**src/rtl/capture_compare_channel.sv**
```systemverilog
// Timer capture/compare channel: output compare with PWM modes and preloadable CCR,
// or input capture of the time-base count. Define CC_INPUT_FILTER_EN to add the input filter.
module capture_compare_channel #(
  parameter int CNT_WIDTH = 32
) (
  input  logic                 clk_i,
  input  logic                 rst_i,
  input  logic [CNT_WIDTH-1:0] cnt_i,
  input  logic                 uev_i,
  input  logic                 cc_sel_i,
  input  logic [2:0]           ocm_i,
  input  logic                 ocpe_i,
  input  logic                 ccp_i,
  input  logic                 cce_i,
  input  logic [CNT_WIDTH-1:0] ccr_i,
  input  logic                 ccr_we_i,
  input  logic                 ic_i,
  input  logic [3:0]           icf_i,
  input  logic                 ccif_clr_i,
  input  logic                 ccof_clr_i,
  output logic                 oc_o,
  output logic [CNT_WIDTH-1:0] ccr_o,
  output logic                 ccif_o,
  output logic                 ccof_o
);

  localparam logic [2:0] OCM_HOLD  = 3'b000;
  localparam logic [2:0] OCM_SET   = 3'b001;
  localparam logic [2:0] OCM_CLR   = 3'b010;
  localparam logic [2:0] OCM_TGL   = 3'b011;
  localparam logic [2:0] OCM_LO    = 3'b100;
  localparam logic [2:0] OCM_HI    = 3'b101;
  localparam logic [2:0] OCM_PWM1  = 3'b110;
  localparam logic [2:0] OCM_PWM2  = 3'b111;

  logic [CNT_WIDTH-1:0] ccr_act, ccr_pre;
  logic                 oc_ref, oc_ref_nxt, oc_q;
  logic                 ccif_q, ccof_q;
  logic [1:0]           ic_sync;
  logic                 ic_filt, ic_prev;
  logic                 edge_det, cap_evt;
  logic                 match, below, cmp_evt;

  // ---------------- capture input path ----------------
  always_ff @(posedge clk_i) begin
    if (rst_i) begin
      ic_sync <= 2'b00;
      ic_prev <= 1'b0;
    end else begin
      ic_sync <= {ic_sync[0], ic_i};
      ic_prev <= ic_filt;
    end
  end

`ifdef CC_INPUT_FILTER_EN
  logic       ic_filt_q;
  logic [3:0] flt_cnt;

  // Output flips only after icf_i consecutive disagreeing samples; any agreeing sample restarts.
  always_ff @(posedge clk_i) begin
    if (rst_i) begin
      ic_filt_q <= 1'b0;
      flt_cnt   <= 4'd0;
    end else if (icf_i == 4'd0) begin
      ic_filt_q <= ic_sync[1];
      flt_cnt   <= 4'd0;
    end else if (ic_sync[1] != ic_filt_q) begin
      if (flt_cnt == icf_i - 4'd1) begin
        ic_filt_q <= ic_sync[1];
        flt_cnt   <= 4'd0;
      end else begin
        flt_cnt <= flt_cnt + 4'd1;
      end
    end else begin
      flt_cnt <= 4'd0;
    end
  end

  assign ic_filt = (icf_i == 4'd0) ? ic_sync[1] : ic_filt_q;
`else
  logic unused_icf;
  assign unused_icf = ^icf_i;
  assign ic_filt    = ic_sync[1];
`endif

  assign edge_det = ccp_i ? (~ic_filt & ic_prev) : (ic_filt & ~ic_prev);
  assign cap_evt  = cc_sel_i & cce_i & edge_det;

  // ---------------- compare path ----------------
  assign match   = (cnt_i == ccr_act);
  assign below   = (cnt_i <  ccr_act);
  assign cmp_evt = ~cc_sel_i & cce_i & match;

  // oc_ref is frozen while the channel is in capture mode.
  always_comb begin
    oc_ref_nxt = oc_ref;
    if (!cc_sel_i) begin
      case (ocm_i)
        OCM_HOLD: oc_ref_nxt = oc_ref;
        OCM_SET:  oc_ref_nxt = match ? 1'b1 : oc_ref;
        OCM_CLR:  oc_ref_nxt = match ? 1'b0 : oc_ref;
        OCM_TGL:  oc_ref_nxt = match ? ~oc_ref : oc_ref;
        OCM_LO:   oc_ref_nxt = 1'b0;
        OCM_HI:   oc_ref_nxt = 1'b1;
        OCM_PWM1: oc_ref_nxt = below;
        OCM_PWM2: oc_ref_nxt = ~below;
        default:  oc_ref_nxt = oc_ref;
      endcase
    end
  end

  always_ff @(posedge clk_i) begin
    if (rst_i) begin
      oc_ref <= 1'b0;
      oc_q   <= 1'b0;
    end else begin
      oc_ref <= oc_ref_nxt;
      oc_q   <= (~cc_sel_i & cce_i) ? (oc_ref_nxt ^ ccp_i) : 1'b0;
    end
  end

  // ---------------- CCR ----------------
  // A write coinciding with an update event lands in both registers at once.
  always_ff @(posedge clk_i) begin
    if (rst_i) begin
      ccr_act <= '0;
      ccr_pre <= '0;
    end else if (cap_evt) begin
      ccr_act <= cnt_i;
    end else if (!cc_sel_i) begin
      if (ccr_we_i)
        ccr_pre <= ccr_i;
      if (ccr_we_i && (!ocpe_i || uev_i))
        ccr_act <= ccr_i;
      else if (ocpe_i && uev_i)
        ccr_act <= ccr_pre;
    end
  end

  // ---------------- flags (set wins over clear) ----------------
  always_ff @(posedge clk_i) begin
    if (rst_i) begin
      ccif_q <= 1'b0;
      ccof_q <= 1'b0;
    end else begin
      if (cmp_evt || cap_evt) ccif_q <= 1'b1;
      else if (ccif_clr_i)    ccif_q <= 1'b0;
      if (cap_evt && ccif_q)  ccof_q <= 1'b1;
      else if (ccof_clr_i)    ccof_q <= 1'b0;
    end
  end

  assign oc_o   = oc_q;
  assign ccr_o  = ccr_act;
  assign ccif_o = ccif_q;
  assign ccof_o = ccof_q;

endmodule

```
**config.mk**
```make
export PLATFORM = sky130hd
export DESIGN_NAME = capture_compare_channel
export DESIGN_NICKNAME = d
export VERILOG_FILES = /design/src/rtl/capture_compare_channel.sv
export SDC_FILE = /design/constraint.sdc
export NUM_CORES = 1
export LEC_CHECK = 0
export CORE_MARGIN = 2
export CORE_UTILIZATION = 44
export DETAILED_ROUTE_END_ITERATION = 6
export PLACE_DENSITY = 0.75
export SLEW_MARGIN = 20
export SYNTH_ARGS = -nofsm -noshare
export SYNTH_HDL_FRONTEND = slang
export SYNTH_SLANG_ARGS = --single-unit
```
**constraint.sdc**
```tcl
create_clock -name clk_i -period 5.4 [get_ports clk_i]
set_clock_uncertainty 0.1 [all_clocks]
set_input_delay 1.08 -clock clk_i [delete_from_list [all_inputs] [get_ports clk_i]]
set_output_delay 1.08 -clock clk_i [all_outputs]
set_load 0.05 [all_outputs]
```
== Word-level counts from Yosys, hierarchy flattened ==
Index checks and enable logic that the tools add are counted.
Word-level totals
  register bits: 71
  output and inout port bits: 35
  logic and storage cells: 59
Operators by class
  $lt $le $gt $ge: 1
  equality and inequality tests: 9
  muxes and demuxes: 14
  bitwise logic cells: 14
  reduce and logical (&&, ||, !) cells: 13
Operator list (number)
  32-bit two-way mux: 4
  32-bit equality test: 1
  32-bit < comparator: 1
  3-bit equality test, second input constant: 4
  1-bit two-way mux: 9
  1-bit case mux with 8 select lines: 1
  1-bit NOT: 7
  1-bit AND: 6
  3-bit by 2-bit equality test with 1-bit output, second input constant: 2
  2-bit nonzero test: 2
  3-bit by 1-bit equality test with 1-bit output, second input constant: 1
  1-bit logical AND: 3
  3-bit zero test: 1
  3-bit AND reduction: 1
  3-bit nonzero test: 1
  1-bit logical OR: 2
  2-bit by 1-bit inequality test with 1-bit output, second input constant: 1
  2-bit AND reduction: 1
  2-bit OR reduction: 1
  1-bit zero test: 1
  1-bit XOR: 1

== Longest topological paths before layout ==
  depth in word-level cells: 6
  gate-level depth with buffers: 13
  mapped depth without buffers: 13

== Least setup slack after synthesis ==
OpenSTA, ideal clock, no wires.
  kind: input to register
  start point: input cnt_i[31]
  end point: register oc_q (netlist: oc_o)
  setup time: 133 ps
  arrival: 3163 ps
  data required time: 5167 ps
  slack: 2004 ps
  cell stages on the path: 12
  path buffers: 0
  cell sequence: ha_1 nand4_2 nor4_2 nand4_1 nand3b_1 ha_1 mux2i_1 a221oi_1 o21ai_0 o21ai_1 o21ai_1 nor4b_2
Between the ends
  longest elaborated chain between the ends: 5
  elaborated cells between the ends (all ways): 9
  classes of those cells: order compare (1); eq/ne (1); mux (5); bitwise (2)
RTL lines
  from (decl): RTL line 8  | input logic [CNT_WIDTH-1:0] cnt_i,
  32-bit < comparator / 32-bit equality test (equally long branches): RTL line 91, 90
  1-bit NOT (tied with other cells): RTL line 106  | OCM_PWM2: oc_ref_nxt = ~below;
  1-bit case mux with 8 select lines (*): RTL line 98  | case (ocm_i)
  1-bit two-way mux (*): RTL line 97  | if (!cc_sel_i) begin
  1-bit XOR (*): RTL line 118  | oc_q <= (~cc_sel_i & cce_i) ? (oc_ref_nxt ^ ccp_i) : 1'b0;
  to (signal assigned): RTL line 118
  to (decl): RTL line 37  | logic oc_ref, oc_ref_nxt, oc_q;
Mark *: on every way between the ends. The rest lies on a longest branch, timed or not.
A chain may end at the register's enable or synchronous reset.

== Final worst setup path ==
Ends and elaborated chain as after synthesis.

==> flow_summary.ini <==
[status]
status = finished clean

[floorplanning]
rows = 34
num_io_pins = 117
fp.dieH_um = 99.6
die_area_mm2 = 0.00992
core-area_mm2 = 0.00881
initial_core_util = 0.457
die_w_um = 99.6

[layout]
synthToLayoutAreaGrowth_pct = 34.6
final_cells = 729
drive_above_1_share = 0.0548
nets = 732
fill_cells = 810
postLayoutCellArea_mm2 = 0.00541
diodes = 0
utilization = 0.614

[synthesis]
synth_area_leader_cell = dfxtp_1
synth_area_per_cell_um2 = 7.76
ys_seq_elements = 71
synth_area_leaders = dfxtp_1, nand2_1, ha_1, a21oi_1, mux2i_1
synth_cells = 518
synth_edf_count = 0
yosys_warnings = 0
ys.flop_type = dfxtp_1
synth_nets = 634
syn_area_mm2 = 0.00402
yosysSeqAreaShare = 0.354
synth.lib_cells_used.distinct = 36
synth_top_area_share = 0.354
async_flop_share = 0

[setup_path]
worstRegToRegCells = 13
cp-end-kind = flip-flop
worstReg2RegEnd = oc_o
critPathKind = in -> reg
r2r-start = ccr_o[31]
worst_ep_required_time_ps = 5500
worst_setup_path_start_kind = primary input
regToRegSetupSlack_ps = 2160
worstPathArrival_ps = 4140
cp_max_fo = 3

[place]
gp_congestion = 0.867
post-place-ws_ps = 961
placed_cell_area_mm2 = 0.00522
dp.cells = 713
dpl.hpwl_um = 7640
port_buffers = 112

[hold_path]
hold_path.class = reg -> reg
whs_path_depth = 1
whs_endpoint = ic_sync[1]
hp-start = ic_sync[0]

[clocking]
clockBufferDepth = 2
clk_latency_ps = 350
cts.repair.resized = 0
clkSlewWorstSetupHoldPaths_ps = 70
htreeDepth = 3
clock-sinks = 71
postCtsSetupRepairBufs = 0
numCtsBuffers = 9
clockRootBuffer = clkbuf_8
ctsHoldBuffers = 0
tritoncts = built

[sta]
setup_viol = 0
setup_slack_ps = 1360
fmax_mhz = 248
post-route-period-util = 0.748
fin_crit_ps = 4040
tightest_slew_ps = 856
finalSetupTns_ps = 0
finalHoldViolCount = 0
drv_slew = 0
rsz0062_at_grt = false
whs_ps = 355
slew_headroom = 0.427

[power_and_ir_drop]
finalPower_mw = 1.28
power_density_mw_per_mm2 = 236
irDropWorstVdd_mv = 0.148
p_leak_nw = 2.18

[route]
wire_per_inst_um = 14.9
drt-total-wl_um = 10800
ant_nets = 0
viasPerCell = 5.37
vias = 3917
drt-pass1-iter-count = 5
first_iter_violations = 183
drc = 0

[grt]
grt_pass1_vias = 3714
antenna_found_initial = 0
overflow = 0
track_usage = 0.225
grt_pass1_wl_um = 17900
grt_max_degree = 72

[flow_run]
drv_cap = 0
==> metal layers <==
| layer | global-route usage | vias up | part of all wire |
|---|---|---|---|
| met5 | 0 | - | 0 |
| met4 | 0.0537 | 0 | 0.013 |
| met3 | 0.0583 | 13 | 0.069 |
| met2 | 0.374 | 144 | 0.47 |
| met1 | 0.293 | 1787 | 0.45 |
| li1 | - | 1973 | - |
==> cells in the final DEF, fill, tap and decap left out, types with 4 or more instances in the layout <==
cell             count
clkdlybuf4s50_1    111
nand4_1              4
nor2b_1              6
dfxtp_1             71
clkbuf_8            10
mux2i_1             35
o211ai_1            33
nand2_1            141
buf_4                6
a21oi_1             77
inv_1               37
o21ai_0              7
ha_1                34
nor2_1               7
o21ai_1              4
==> synth_stat cells (2+ instances only) <==
library cell / n
a21o_1: 2
a21oi_1: 77
a221oi_1: 2
buf_2: 4
clkbuf_1: 26
dfxtp_1: 71
ha_1: 34
inv_1: 37
mux2i_1: 35
nand2_1: 142
nand2b_1: 2
nand3_1: 2
nand4_1: 4
nor2_1: 7
nor2b_1: 7
nor3_1: 2
nor4_2: 2
o211ai_1: 33
o21ai_0: 7
o21ai_1: 6
==> cell type report <==
cell class | count | area [um^2] | share of cell area
Clock inverter | 4 | 45.0 | 0.00833
Timing Repair Buffer | 118 | 1160 | 0.215
Multi-Input combinational cell | 378 | 2360 | 0.436
Inverter | 38 | 143 | 0.0264
Tap cell | 108 | 135 | 0.0250
Sequential cell | 71 | 1420 | 0.263
Clock buffer | 12 | 145 | 0.0268
==> sequential cells by signal (all words and copies together) (netlist names) <==
name / count
ic_sync: 2
ic_prev: 1
ccr_o: 32
oc_o: 1
ccif_o: 1
oc_ref: 1
ccr_pre: 32
ccof_o: 1
==> critical path, cell delays in order <==
cell	delay, ps
clkdlybuf4s50_1	440
ha_1	350
nand4_2	180
nor4_2	430
nand4_1	230
nand3b_1	280
ha_1	320
mux2i_1	60
a221oi_1	230
o21ai_0	120
o21ai_1	160
o21ai_1	100
nor4b_2	160
==> logic make-up (layout without fill, tap and decap cells) <==
group / Yosys count / after routing / share of synthesized area
simple gates: 177 / 177 / 0.194
compound gates: 132 / 132 / 0.194
flops: 71 / 71 / 0.354
buf+inv: 69 / 172 / 0.0657
mux: 35 / 35 / 0.0871
fa+ha+maj: 34 / 34 / 0.106
==> power by group <==
| part | internal, mW | total, mW | switching (mW) |
|---|---|---|---|
| Clock | 0.224 | 0.421 | 0.197 |
| Sequential | 0.547 | 0.561 | 0.0144 |
| Combinational | 0.133 | 0.296 | 0.163 |
==> worst max-delay path by stage <==
stage	startpoint	slack (ps)	to
6_report	cnt_i[31]	1360	oc_o
5_1_grt	cnt_i[31]	1120	oc_o
4_1_cts	cnt_i[31]	1320	oc_o
3_5_place_dp	cnt_i[31]	960	oc_o
3_3_place_gp	cnt_i[31]	1110	oc_o
2_1_floorplan	cnt_i[31]	2000	oc_o
Power figures use the tool's default switching activity.
